## config.mk

```make
export PLATFORM = sky130hd
export DESIGN_NAME = ddr_rd_return_buf_flat
export DESIGN_NICKNAME = d
export VERILOG_FILES = /design/src/rtl/ddr_pkg.sv /design/src/rtl/ddr_rd_return_buf_if.sv /design/src/rtl/rd_burst_fifo.sv /design/src/rtl/ddr_rd_return_buf.sv /design/src/flat_wrapper.sv
export SDC_FILE = /design/constraint.sdc
export NUM_CORES = 1
export LEC_CHECK = 0
export CORE_AREA = 2 2 244 246
export CTS_BUF_LIST = sky130_fd_sc_hd__clkbuf_4
export DETAILED_ROUTE_END_ITERATION = 10
export DIE_AREA = 0 0 246 248
export SLEW_MARGIN = 40
export SYNTH_ARGS = -nofsm -noshare
export SYNTH_HDL_FRONTEND = slang
export SYNTH_SLANG_ARGS = --single-unit
```

## constraint.sdc

```tcl
create_clock -name clk -period 6.87 [get_ports clk]
set_input_delay 1.374 -clock clk [delete_from_list [all_inputs] [get_ports clk]]
set_output_delay 1.374 -clock clk [all_outputs]
set_load 0.01 [all_outputs]
```

## src/rtl/ddr_pkg.sv

```systemverilog
// Shared widths and unpacker state encoding for the DDR read-return stage.
package ddr_pkg;

   localparam int BURST_W         = 128;
   localparam int WORD_W          = 32;
   localparam int WORDS_PER_BURST = 4;
   localparam int IDX_W           = $clog2(WORDS_PER_BURST);

   typedef enum logic [1:0] {
      IDLE = 2'd0,
      LOAD = 2'd1,
      SEND = 2'd2
   } unpack_state_e;

endpackage

```

## src/rtl/ddr_rd_return_buf_if.sv

```systemverilog
// Burst-in / word-out signal bundle between the DDR data path, the return buffer and its consumer.
interface ddr_rd_return_buf_if;
   import ddr_pkg::*;

   logic [BURST_W-1:0] burst_data;
   logic               burst_valid;
   logic [WORD_W-1:0]  out_data;
   logic               out_valid;
   logic               out_ready;
   logic               out_last;

   // slave: the return buffer itself; master: data path plus consumer driving it
   modport slave (
      input  burst_data,
      input  burst_valid,
      input  out_ready,
      output out_data,
      output out_valid,
      output out_last
   );

   modport master (
      output burst_data,
      output burst_valid,
      output out_ready,
      input  out_data,
      input  out_valid,
      input  out_last
   );

endinterface

```

## src/rtl/rd_burst_fifo.sv

```systemverilog
// Burst-wide synchronous FIFO; a write to a full FIFO is accepted when the head is popped in the same cycle.
module rd_burst_fifo
   import ddr_pkg::*;
#(
   parameter int DEPTH = 4
) (
   input  logic                   clk,
   input  logic                   rst_n,
   input  logic                   wr_req_i,
   input  logic [BURST_W-1:0]     wr_data_i,
   input  logic                   pop_i,
   output logic [BURST_W-1:0]     rd_data_o,
   output logic [$clog2(DEPTH):0] level_o,
   output logic [$clog2(DEPTH):0] level_d_o,
   output logic                   empty_o,
   output logic                   wr_en_o,
   output logic                   drop_o
);

   localparam int PTR_W = $clog2(DEPTH);
   localparam int LVL_W = PTR_W + 1;

   logic [BURST_W-1:0] mem_q [DEPTH];
   logic [PTR_W-1:0]   wr_ptr_q;
   logic [PTR_W-1:0]   rd_ptr_q;
   logic [LVL_W-1:0]   level_q;
   logic [LVL_W-1:0]   level_d;
   logic               full;
   logic               wr_en;

   assign full  = (level_q == LVL_W'(DEPTH));
   assign wr_en = wr_req_i & (~full | pop_i);

   always_comb begin
      level_d = level_q;
      case ({wr_en, pop_i})
         2'b10:   level_d = level_q + 1'b1;
         2'b01:   level_d = level_q - 1'b1;
         default: level_d = level_q;
      endcase
   end

   // Pointers are PTR_W wide, so wrap modulo DEPTH comes for free.
   always_ff @(posedge clk) begin
      if (!rst_n) begin
         wr_ptr_q <= '0;
         rd_ptr_q <= '0;
         level_q  <= '0;
      end else begin
         if (wr_en) begin
            wr_ptr_q <= wr_ptr_q + 1'b1;
         end
         if (pop_i) begin
            rd_ptr_q <= rd_ptr_q + 1'b1;
         end
         level_q <= level_d;
      end
   end

   always_ff @(posedge clk) begin
      if (wr_en) begin
         mem_q[wr_ptr_q] <= wr_data_i;
      end
   end

   assign rd_data_o = mem_q[rd_ptr_q];
   assign level_o   = level_q;
   assign level_d_o = level_d;
   assign empty_o   = (level_q == '0);
   assign wr_en_o   = wr_en;
   assign drop_o    = wr_req_i & full & ~pop_i;

endmodule

```

## src/rtl/ddr_rd_return_buf.sv

```systemverilog
// DDR read-return buffer: queues 128-bit bursts and unpacks them into 32-bit words for the consumer.
// Define RD_RETURN_DROP_CNT_EN to add the saturating drop_cnt output.
module ddr_rd_return_buf
   import ddr_pkg::*;
#(
   parameter int DEPTH    = 4,
   parameter int AF_LEVEL = 3
) (
   input  logic                    clk,
   input  logic                    rst_n,
   ddr_rd_return_buf_if.slave      bus,
   output logic                    rd_almost_full,
   output logic                    rd_empty,
   output logic                    overflow,
   output logic [$clog2(DEPTH):0]  level
`ifdef RD_RETURN_DROP_CNT_EN
   ,
   output logic [7:0]              drop_cnt
`endif
);

   localparam int LVL_W = $clog2(DEPTH) + 1;
   localparam logic [IDX_W-1:0] LAST_IDX = IDX_W'(WORDS_PER_BURST - 1);

   unpack_state_e      state_q, state_d;
   logic [BURST_W-1:0] shift_q, shift_d;
   logic [IDX_W-1:0]   word_idx_q, word_idx_d;
   logic               af_q;
   logic               ovf_q;

   logic [BURST_W-1:0] head_data;
   logic [LVL_W-1:0]   level_d;
   logic               fifo_empty;
   logic               wr_en;
   logic               drop;
   logic               hs;
   logic               pop;

   assign hs  = (state_q == SEND) & bus.out_ready;
   assign pop = hs & (word_idx_q == LAST_IDX);

   rd_burst_fifo #(
      .DEPTH (DEPTH)
   ) u_fifo (
      .clk       (clk),
      .rst_n     (rst_n),
      .wr_req_i  (bus.burst_valid),
      .wr_data_i (bus.burst_data),
      .pop_i     (pop),
      .rd_data_o (head_data),
      .level_o   (level),
      .level_d_o (level_d),
      .empty_o   (fifo_empty),
      .wr_en_o   (wr_en),
      .drop_o    (drop)
   );

   // Looking at this cycle's write lets an empty FIFO reach SEND two cycles after the strobe.
   always_comb begin
      state_d    = state_q;
      shift_d    = shift_q;
      word_idx_d = word_idx_q;
      case (state_q)
         IDLE: begin
            if (!fifo_empty || wr_en) begin
               state_d = LOAD;
            end
         end
         LOAD: begin
            shift_d    = head_data;
            word_idx_d = '0;
            state_d    = SEND;
         end
         SEND: begin
            if (hs) begin
               shift_d    = shift_q << WORD_W;
               word_idx_d = word_idx_q + 1'b1;
               if (word_idx_q == LAST_IDX) begin
                  state_d = ((level > LVL_W'(1)) || wr_en) ? LOAD : IDLE;
               end
            end
         end
         default: state_d = IDLE;
      endcase
   end

   always_ff @(posedge clk) begin
      if (!rst_n) begin
         state_q    <= IDLE;
         shift_q    <= '0;
         word_idx_q <= '0;
         af_q       <= 1'b0;
         ovf_q      <= 1'b0;
      end else begin
         state_q    <= state_d;
         shift_q    <= shift_d;
         word_idx_q <= word_idx_d;
         af_q       <= (level_d >= LVL_W'(AF_LEVEL));
         ovf_q      <= ovf_q | drop;
      end
   end

`ifdef RD_RETURN_DROP_CNT_EN
   logic [7:0] drop_cnt_q;

   always_ff @(posedge clk) begin
      if (!rst_n) begin
         drop_cnt_q <= '0;
      end else if (drop && (drop_cnt_q != 8'hFF)) begin
         drop_cnt_q <= drop_cnt_q + 8'd1;
      end
   end

   assign drop_cnt = drop_cnt_q;
`endif

   assign bus.out_valid = (state_q == SEND);
   assign bus.out_data  = shift_q[BURST_W-1 -: WORD_W];
   assign bus.out_last  = (state_q == SEND) & (word_idx_q == LAST_IDX);

   assign rd_almost_full = af_q;
   assign overflow       = ovf_q;
   assign rd_empty       = fifo_empty & (state_q == IDLE);

endmodule
```

## src/flat_wrapper.sv

```systemverilog
// flat-port wrapper written by rule: the top's interface ports become plain ports
module ddr_rd_return_buf_flat import ddr_pkg::*;
#(
   parameter int DEPTH    = 4,
   parameter int AF_LEVEL = 3
)
  (clk, rst_n, rd_almost_full, rd_empty, overflow, level, bus_burst_data, bus_burst_valid, bus_out_ready, bus_out_data, bus_out_valid, bus_out_last);
  ddr_rd_return_buf_if bus_i ();
  input  logic clk;
  input  logic rst_n;
  output logic rd_almost_full;
  output logic rd_empty;
  output logic overflow;
  output logic [$clog2(DEPTH):0] level;
  input wire logic [$bits(bus_i.burst_data)-1:0] bus_burst_data;
  input wire logic [$bits(bus_i.burst_valid)-1:0] bus_burst_valid;
  input wire logic [$bits(bus_i.out_ready)-1:0] bus_out_ready;
  output wire logic [$bits(bus_i.out_data)-1:0] bus_out_data;
  output wire logic [$bits(bus_i.out_valid)-1:0] bus_out_valid;
  output wire logic [$bits(bus_i.out_last)-1:0] bus_out_last;
  assign bus_i.burst_data = bus_burst_data;
  assign bus_i.burst_valid = bus_burst_valid;
  assign bus_i.out_ready = bus_out_ready;
  assign bus_out_data = bus_i.out_data;
  assign bus_out_valid = bus_i.out_valid;
  assign bus_out_last = bus_i.out_last;
  ddr_rd_return_buf #(.DEPTH(DEPTH), .AF_LEVEL(AF_LEVEL)) u_core (.clk(clk), .rst_n(rst_n), .bus(bus_i), .rd_almost_full(rd_almost_full), .rd_empty(rd_empty), .overflow(overflow), .level(level));
endmodule
```

==> metrics.md, run 1 <==
| Metric | Value |
|---|---|
| Layout cells sized above 1 | `0.247` |
| FFs w/ async S/R, synth | `0` |
| Number of CTS-inserted buffers | `approximately 160` |
| Max-slew headroom | `0.452` |
| Arr. time, crit path | `3.75 ns` |
| Synth Net Count | `about 1800` |
| # placed instances | `between 2000 and 2500` |
| # resized after CTS | `0` |
| Startpoint Class | `register` |
| Commonest non-fill, non-tap cell in the layout | `edfxtp_1` |
| Gpl congestion | `0.748` |
| Initial Util | `0.446` |
| Post-Syn Area | `0.0261 mm²` |
| Seq/Total Area, Yosys | `0.699` |
| Num rows | `~90` |
| Post-synth top area share | `0.589` |
| Port Buf Inserts | `roughly 170` |
| DR pass1 iterations | `5` |
| Layout Nets | `1977` |
| Final WL | `~60000 µm` |
| Post-synth top flop | `edfxtp_1` |
| Die area | `roughly 0.061 mm²` |
| Die width | `246 µm` |
| Remaining DRCs | `0` |
| Hold_sp | `u_core.shift_q[4]$_SDFFE_PN0P_` |
| Post-synth EDFFs | `512` |
| RSZ-0062 raised after global routing | `false` |
| # IOs | `~170` |
| Clk root buf | `clkbuf_4` |
| Fin. Hold Viols | `0` |
| Synthesis-to-finish area growth | `16.8%` |
| Synth unique cells | `44` |
| Drt wl/cell | `21.8 µm` |
| Hold crit path type | `register to register` |
| Via Count | `about 15000` |
| Post-CTS Setup Inserts | `0` |
| Deepest clock path buffer count | `3` |
| Number of nets still failing antenna checks after routing | `0` |
| GR Util All Layers | `0.198` |
| Max-cap violation count | `0` |
| CTS tree | `done` |
| CP Class | `register to primary output` |
| Vias/cell | `about 5.5` |
| Clk pin slew, worst setup/hold paths | `0.06 ns` |
| Mapped Avg Cell Area | `about 16 µm²` |
| First-pass GRT wire length | `a little over 90000 µm` |
| P_leak | `9.95 nW` |
| Synth warnings | `0` |
| Final Skew | `between 0.04 and 0.05 ns` |
| Worst path required time | `between 5 and 6 ns` |
| Setup-failing EPs final | `0` |
| Fin cells | `between 2000 and 3000` |
| Power per Cell Area | `296 mW/mm²` |
| Status | `finished, final reports clean` |
| Synth area leaders | `edfxtp_1 59%, dfxtp_1 11%, mux2_2 4.2%` |
| Vias in the first global route | `between 15000 and 20000` |
| Register bit count reported by yosys | `655` |
| Reg2reg start | `u_core.state_q[1]$_SDFFE_PN0P_` |
| CP endpoint kind | `primary output` |
| WHS Path Cells | `1` |
| VDD IR max | `about 0.16 mV` |
| Area leader, netlist | `edfxtp_1` |
| Initial antenna violation count | `6` |
| Cts hold-fix bufs | `0` |
| Slew Limit Fails | `0` |
| R2r worst-path depth | `5` |
| Worst Tran Pin Value | `a little over 0.8 ns` |
| Die height | `between 200 and 250 µm` |
| Worst-case hold path end point | `u_core.shift_q[4]$_SDFFE_PN0P_` |
| Largest net degree at the start of global routing | `around 120` |
| DR iter-0 viols | `~1100` |
| Most frequent cells in the layout | `512 x edfxtp_1, 265 x clkbuf_4, 170 x clkdlybuf4s50_1` |
| Post-Syn Instances | `1641` |
| Fin crit share | `0.745` |
| Reg2reg end | `u_core.u_fifo.mem_q[0][121]$_DFFE_PP_` |
| Core area | `around 0.06 mm²` |
| GRT overflow | `0` |
| Crit-path max FO | `87` |
| Internal reg-to-reg setup slack | `approximately 3.5 ns` |
| Clk_lat worst skew | `0.98 ns` |
| Post-DP HPWL | `approximately 33000 µm` |
| Fin Setup TNS | `0 ns` |
| TritonCTS Sinks | `655` |
| Minimum clock period | `about 5.1 ns` |
| Max Fclk | `just under 200 MHz` |
| H-tree depth | `4` |
## per-layer routing
metal	track usage	up-vias	routed length [µm]
li1	-	6987	-
met1	0.273	7588	27600
met2	0.300	432	27400
met3	0.0612	67	3890
met4	0.0633	4	884
met5	0	-	30
## layout make-up
cell class / count / area (µm²)
Clock buffer: 265 / 1990
Timing Repair Buffer: 193 / 2040
Antenna cell: 3 / 7.51
Clock inverter: 37 / 251
Tap cell: 773 / 967
Sequential cell: 655 / 18200
Multi-Input combinational cell: 808 / 6940
Fill cell: 4876 / 28000
Inverter: 12 / 50.0
## flip-flops by register name (all words and copies together) (netlist names), named ones only
register,flops
u_core.u_fifo.level_o,3
u_core.u_fifo.mem_q,512
u_core.word_idx_q,2
u_core.u_fifo.wr_ptr_q,2
u_core.rd_almost_full,1
u_core.u_fifo.rd_ptr_q,2
u_core.overflow,1
u_core.state_q,2
u_core.shift_q,128
## cell usage after synthesis, drive strengths merged (12+ instances only)
| cell type | count |
|---|---|
| nand2 | 102 |
| dfxtp | 143 |
| mux2i | 99 |
| buf | 99 |
| a22o | 32 |
| edfxtp | 512 |
| mux4 | 32 |
| clkbuf | 67 |
| o31ai | 96 |
| mux2 | 97 |
| a41oi | 97 |
| or3 | 97 |
| nand3 | 98 |
| inv | 12 |
## worst max-delay path, stage by stage, from the launching register on
cell and delay, ns:
dfxtp_1 0.71, nand2b_4 0.55, inv_6 0.69, and2_1 0.22, clkdlybuf4s50_1 0.53
## logic make-up (layout without fill, tap and decap cells)
logic type | count (synthesis) | after routing | share of synthesized area
flops | 655 | 655 | 0.699
simple gates | 327 | 327 | 0.0639
compound gates | 241 | 241 | 0.0872
mux | 228 | 228 | 0.107
buf+inv | 178 | 507 | 0.0367
fa+ha+maj | 11 | 11 | 0.00528
xor+xnor | 1 | 1 | 0.000336
other cells | 0 | 3 | 0
## metrics by stage
stage	area [µm²]	power, mW	hold slack, ns	setup WS (ns)	util
after global routing	30500	9.44	0.491	1.47	0.521
after detailed placement	28200	5.72	0.467	2.36	0.483
final	30500	9.03	0.475	1.75	0.521
after CTS	30500	9.14	0.481	1.62	0.521
after floorplan	26100	5.36	0.442	1.43	-
after global placement	28100	5.68	0.463	2.36	0.481
## worst max path at each step
stage	startpoint	to	slack, ns
detailed placement	bus_out_ready	u_core.u_fifo.mem_q[0][121]$_DFFE_PP_	2.36
CTS	u_core.state_q[1]$_SDFFE_PN0P_	bus_out_last	1.62
global route	u_core.state_q[1]$_SDFFE_PN0P_	bus_out_last	1.47
global placement	bus_out_ready	u_core.u_fifo.mem_q[0][121]$_DFFE_PP_	2.36
floorplan	bus_out_ready	u_core.u_fifo.mem_q[0][0]$_DFFE_PP_	1.43
finish	u_core.state_q[1]$_SDFFE_PN0P_	bus_out_last	1.75
## where the power goes
group,internal [mW],switching (mW),total (mW)
clock,1.89,1.50,3.39
sequential,4.56,0.136,4.70
combinational,0.383,0.552,0.936
total,6.84,2.19,9.03
(Power assumes the default switching activity.)
==> run 2, diff against run 1 <==
==> constraint.sdc (replaced) <==
create_clock -name clk -period 5.1 [get_ports clk]
set_input_delay 1.02 -clock clk [delete_from_list [all_inputs] [get_ports clk]]
set_output_delay 1.02 -clock clk [all_outputs]
set_load 0.01 [all_outputs]
==> run 2 against run 1 <==
First-iteration DRC count decreased by 2.5%. Highest routed layer unchanged. Non-clock buffer count increased by 7. Clock skew decreased by 0.0096 ns. Cell count increased by 0.87%. Largest cell class unchanged. Critical path type unchanged. Setup slack got worse by 1.1 ns. Wire length increased by 1.9%. Cell area increased by 0.93%.
==> metrics.md, run 2 (synthesis results as in run 1) <==
| Metric | Value |
|---|---|
| Status | `finished, final reports clean` |
| Reg2reg start | `u_core.state_q[1]$_SDFFE_PN0P_` |
| Hold crit path type | `register to register` |
| Initial antenna violation count | `7` |
| Die width | `246 µm` |
| PnR Total Power | `~13 mW` |
| RSZ-0062 raised after global routing | `false` |
| Drt wl/cell | `approximately 22 µm` |
| CP bufs+invs | `2` |
| CP cell instances | `nand2b_4, inv_6, and2_1, clkdlybuf4s50_1` |
| Clk pin slew, worst setup/hold paths | `approximately 0.060 ns` |
| # resized after CTS | `0` |
| Reg2reg end | `u_core.shift_q[100]$_SDFFE_PN0P_` |
| Remaining DRCs | `0` |
| Minimum clock period | `roughly 4.5 ns` |
| Commonest non-fill, non-tap cell in the layout | `edfxtp_1` |
| Startpoint Class | `register` |
| CP Class | `register to primary output` |
| Cts hold-fix bufs | `0` |
| Final Skew | `0.0361 ns` |
| Max reg flops | `around 510` |
| Final WL | `60900 µm` |
| Slowest CP cell | `dfxtp_1` |
| TritonCTS Sinks | `approximately 660` |
| Fill cell count | `a little under 5000` |
| GR Util All Layers | `0.204` |
| H-tree depth | `4` |
| # IOs | `172` |
| Fin Setup TNS | `0 ns` |
| Port Buf Inserts | `about 170` |
| CP endpoint kind | `primary output` |
| Vias in the first global route | `~16000` |
| Internal reg-to-reg setup slack | `roughly 2.1 ns` |
| Clk root buf | `clkbuf_4` |
| Core area | `a little under 0.06 mm²` |
| Crit-path max FO | `just over 80` |
| VDD IR max | `between 0.2 and 0.25 mV` |
| Max-slew headroom | `0.478` |
| Largest net degree at the start of global routing | `~150` |
| Worst path required time | `4.08 ns` |
| Via Count | `roughly 15000` |
| First-pass GRT wire length | `93400 µm` |
| Area post-placement | `between 0.02 and 0.03 mm²` |
| R2r worst-path depth | `5` |
| Vias/cell | `5.49` |
| Critical path's top delay family | `buffers and inverters` |
| Layout cells sized above 1 | `0.262` |
| Num rows | `around 90` |
| Slew Limit Fails | `0` |
| Fin. Hold Viols | `0` |
| Most frequent cells in the layout | `512 x edfxtp_1, 288 x clkbuf_4, 170 x clkdlybuf4s50_1` |
| Layout Nets | `just under 2000` |
| DR iter-0 viols | `1110` |
| Hold_sp | `u_core.shift_q[15]$_SDFFE_PN0P_` |
| Deepest clock path buffer count | `3` |
| Max Fclk | `roughly 220 MHz` |
| Die height | `~250 µm` |
| Design area | `0.0308 mm²` |
| Die area | `around 0.06 mm²` |
| Number of nets still failing antenna checks after routing | `0` |
| Post-CTS Setup Inserts | `0` |
| P_leak | `~10 nW` |
| # placed instances | `about 2400` |
| Arr. time, crit path | `~3.5 ns` |
| Post-DP HPWL | `roughly 33000 µm` |
| Max-cap violation count | `0` |
| WHS Path Cells | `1` |
| Worst Tran Pin Value | `around 0.78 ns` |
| Fin cells | `approximately 2800` |
| CTS tree | `done` |
| Slowest stage delay, CP | `slightly above 0.7 ns` |
| Clk_lat worst skew | `0.98 ns` |
| DR pass1 iterations | `7` |
| Fin crit share | `0.878` |
| Synthesis-to-finish area growth | `17.9%` |
| Largest Register | `u_core.u_fifo.mem_q` |
| Gpl congestion | `~0.73` |
| Power per Cell Area | `a little over 400 mW/mm²` |
| Initial Util | `0.446` |
| GRT overflow | `0` |
| Number of CTS-inserted buffers | `170` |
| Worst-case hold path end point | `u_core.shift_q[15]$_SDFFE_PN0P_` |
| Setup-failing EPs final | `0` |
-- run 2: stage by stage --
step	setup WS [ns]	util	hold slack [ns]
final	0.622	0.526	0.481
after global routing	0.368	0.526	0.498
after floorplan	0.0144	-	0.442
after detailed placement	1.25	0.484	0.466
after global placement	1.30	0.483	0.464
after CTS	0.485	0.526	0.483
-- run 2: power breakdown --
| group | switching, mW | leakage [nW] | internal (mW) |
|---|---|---|---|
| clock network | 2.07 | 1.46 | 2.83 |
| registers | 0.178 | 5.88 | 6.15 |
| logic | 0.767 | 2.77 | 0.527 |
-- run 2: worst max path at each step --
stage	from	to	slack, ns	cells past startpoint
after floorplan	bus_out_ready	u_core.u_fifo.mem_q[2][0]$_DFFE_PP_	0.01	3
after detailed placement	bus_out_ready	u_core.u_fifo.mem_q[3][110]$_DFFE_PP_	1.25	5
after global placement	bus_out_ready	u_core.u_fifo.mem_q[3][111]$_DFFE_PP_	1.30	5
after CTS	u_core.state_q[1]$_SDFFE_PN0P_	bus_out_last	0.49	4
final	u_core.state_q[1]$_SDFFE_PN0P_	bus_out_last	0.62	4
after global routing	u_core.state_q[1]$_SDFFE_PN0P_	bus_out_last	0.37	4
-- run 2: area by class of cell --
class	count	area (µm²)	share of cell area
Sequential cell	655	18200	0.593
Clock buffer	288	2160	0.0703
Inverter	12	50.0	0.00163
Tap cell	773	967	0.0314
Clock inverter	28	273	0.00887
Timing Repair Buffer	200	2120	0.0689
Multi-Input combinational cell	808	6940	0.225
Antenna cell	6	15.0	0.000488
-- run 2: worst reg2reg max path: cells and delay by family, from the launching register on --
kind,cells,cell delay [ns]
buffers and inverters,2,1.31
AO/OA/AOI/OAI,1,0.22
AND/OR/NAND/NOR,2,0.69
flip-flops,1,0.71
-- run 2: routing by layer --
metal | track usage | vias to the layer above | share of wire
li1 | - | 7012 | -
met1 | 0.277 | 7652 | 0.45
met2 | 0.314 | 457 | 0.46
met3 | 0.0569 | 77 | 0.067
met4 | 0.0720 | 2 | 0.017
met5 | 0 | - | 0.00021
==> run 3, diff against run 2 <==
--- a/config.mk
+++ b/config.mk
@@ -9,6 +9,8 @@
 export CTS_BUF_LIST = sky130_fd_sc_hd__clkbuf_4
 export DETAILED_ROUTE_END_ITERATION = 10
 export DIE_AREA = 0 0 246 248
+export GPL_TIMING_DRIVEN = 1
+export RECOVER_POWER = 25
 export SLEW_MARGIN = 40
 export SYNTH_ARGS = -nofsm -noshare
 export SYNTH_HDL_FRONTEND = slang
==> run 3 against run 2 <==
Clock skew up 0.0033 ns. Setup slack worse by 0.0082 ns. Sequential cell count did not move.
==> metrics.md, run 3 (synthesis results as in run 1) <==
| Metric | Value |
|---|---|
| # resized after CTS | `0` |
| Core area | `around 0.058 mm²` |
| Fill cell count | `4860` |
| Reg2reg start | `u_core.state_q[1]$_SDFFE_PN0P_` |
| Post-DP HPWL | `between 30000 and 40000 µm` |
| Number of nets still failing antenna checks after routing | `0` |
| Initial antenna violation count | `10` |
| Largest Register | `u_core.u_fifo.mem_q` |
| Worst Tran Pin Value | `slightly below 0.8 ns` |
| Reg2reg end | `u_core.shift_q[110]$_SDFFE_PN0P_` |
| CP bufs+invs | `2` |
| Minimum clock period | `approximately 4.5 ns` |
| Port Buf Inserts | `171` |
| Critical path's top delay family | `buffers and inverters` |
| GRT overflow | `0` |
| Startpoint Class | `register` |
| Via Count | `about 15000` |
| Crit-path max FO | `83` |
| Largest net degree at the start of global routing | `roughly 150` |
| Hold crit path type | `register to register` |
| Final Util | `0.526` |
| Final WL | `61000 µm` |
| CP cell instances | `nand2b_4, inv_6, and2_1, clkdlybuf4s50_1` |
| Die width | `about 250 µm` |
| Fin crit share | `0.880` |
| Max Fclk | `around 220 MHz` |
| M1 WL | `about 27000 µm` |
| Number of CTS-inserted buffers | `170` |
| Slowest stage delay, CP | `0.71 ns` |
| Layout Nets | `1990` |
| Remaining DRCs | `0` |
| Drt wl/cell | `between 20 and 25 µm` |
| Fin Setup TNS | `0 ns` |
| Clk root buf | `clkbuf_4` |
| Arr. time, crit path | `approximately 3.5 ns` |
| DR pass1 iterations | `5` |
| Layout cells sized above 1 | `0.262` |
| Final hold slack | `0.481 ns` |
| Clk_lat worst skew | `1.00 ns` |
| Max-cap violation count | `0` |
| Max-slew headroom | `0.481` |
| RSZ-0062 raised after global routing | `false` |
| H-tree depth | `4` |
| Storage cell area | `roughly 0.018 mm²` |
| Vias in the first global route | `~16000` |
| First-pass GRT wire length | `a little over 90000 µm` |
| Initial Util | `0.446` |
| CP endpoint kind | `primary output` |
| WL met3 | `4200 µm` |
| Deepest clock path buffer count | `3` |
| Gpl congestion | `~0.73` |
| Post-CTS Setup Inserts | `0` |
| CTS tree | `done` |
| Num rows | `just under 90` |
| GR Util All Layers | `0.204` |
| Die height | `approximately 250 µm` |
| CP Class | `register to primary output` |
| Design area | `0.0308 mm²` |
| WHS Path Cells | `1` |
| Uppermost layer routed | `met5` |
| Met2 WL post-DR | `28200 µm` |
| Vias/cell | `~5.5` |
| Status | `finished, final reports clean` |
| Slowest CP cell | `dfxtp_1` |
| P_leak | `10.1 nW` |
| # IOs | `around 170` |
| Power per Cell Area | `407 mW/mm²` |
| Hold_sp | `u_core.shift_q[20]$_SDFFE_PN0P_` |
| DR iter-0 viols | `1120` |
| Internal reg-to-reg setup slack | `about 2.1 ns` |
| Max reg flops | `between 500 and 600` |
| Final Skew | `0.0394 ns` |
| Setup-failing EPs final | `0` |
| R2r worst-path depth | `5` |
| Synthesis-to-finish area growth | `17.9%` |
| Worst path required time | `slightly above 4 ns` |
| Clk pin slew, worst setup/hold paths | `around 0.06 ns` |
| Commonest non-fill, non-tap cell in the layout | `edfxtp_1` |
| Fin. Hold Viols | `0` |
| TritonCTS Sinks | `approximately 660` |
| Worst-case hold path end point | `u_core.shift_q[20]$_SDFFE_PN0P_` |
| Area of the multi-input gates | `approximately 0.0069 mm²` |
| Cts hold-fix bufs | `0` |
| VDD IR max | `0.239 mV` |
| Die area | `~0.061 mm²` |
| Most frequent cells in the layout | `512 x edfxtp_1, 288 x clkbuf_4, 141 x dfxtp_1` |
| Slew Limit Fails | `0` |
| Area post-placement | `~0.028 mm²` |
## run 3: cell count changes in the layout (fill, tap and decap cells not counted)
cell / previous run / this run
dlygate4sd3_1: 0 / 83
clkdlybuf4s50_1: 170 / 87
## run 3: how the worst max path moves through the flow
stage          slack [ns]                                     to                           start  cells after the start
2_1_floorplan        0.01    u_core.u_fifo.mem_q[2][0]$_DFFE_PP_                   bus_out_ready                      3
3_3_place_gp         1.30  u_core.u_fifo.mem_q[3][111]$_DFFE_PP_                   bus_out_ready                      5
3_5_place_dp         1.25  u_core.u_fifo.mem_q[3][110]$_DFFE_PP_                   bus_out_ready                      5
4_1_cts              0.49                           bus_out_last  u_core.state_q[1]$_SDFFE_PN0P_                      4
5_1_grt              0.37                           bus_out_last  u_core.state_q[1]$_SDFFE_PN0P_                      4
6_report             0.61                           bus_out_last  u_core.state_q[1]$_SDFFE_PN0P_                      4
## run 3: cell type report
class | instances | share of cell area
sequential | 655 | 0.593
clock buffer | 288 | 0.0703
clock inverter | 28 | 0.00887
antenna | 6 | 0.000488
tap | 773 | 0.0314
multi-input combinational | 808 | 0.225
timing repair buffer | 200 | 0.0689
inverter | 12 | 0.00163
## run 3: per-stage QoR
step / power, mW / std cells / worst slack [ns]
floorplan: 7.22 / 1641 / 0.0144
global placement: 7.68 / 2445 / 1.30
detailed placement: 7.73 / 2447 / 1.25
CTS: 12.7 / 2763 / 0.485
global route: 13.1 / 2770 / 0.368
finish: 12.5 / 2770 / 0.613
## run 3: worst register-to-register path: stages (launching register included)
cell      delay [ns]
dfxtp_1         0.71
nand2b_4        0.40
inv_6           0.62
buf_4           0.70
nand2_1         0.30
a41oi_2         0.24
## run 3: per-layer routing
metal | up-vias | GRT usage
met5 | - | 0
met4 | 2 | 0.0720
met3 | 88 | 0.0569
met2 | 502 | 0.314
met1 | 7691 | 0.277
li1 | 7014 | -
## run 3: power breakdown
part / switching (mW) / total [mW] / internal, mW
clock: 2.07 / 4.90 / 2.83
sequential: 0.179 / 6.32 / 6.15
combinational: 0.769 / 1.28 / 0.514
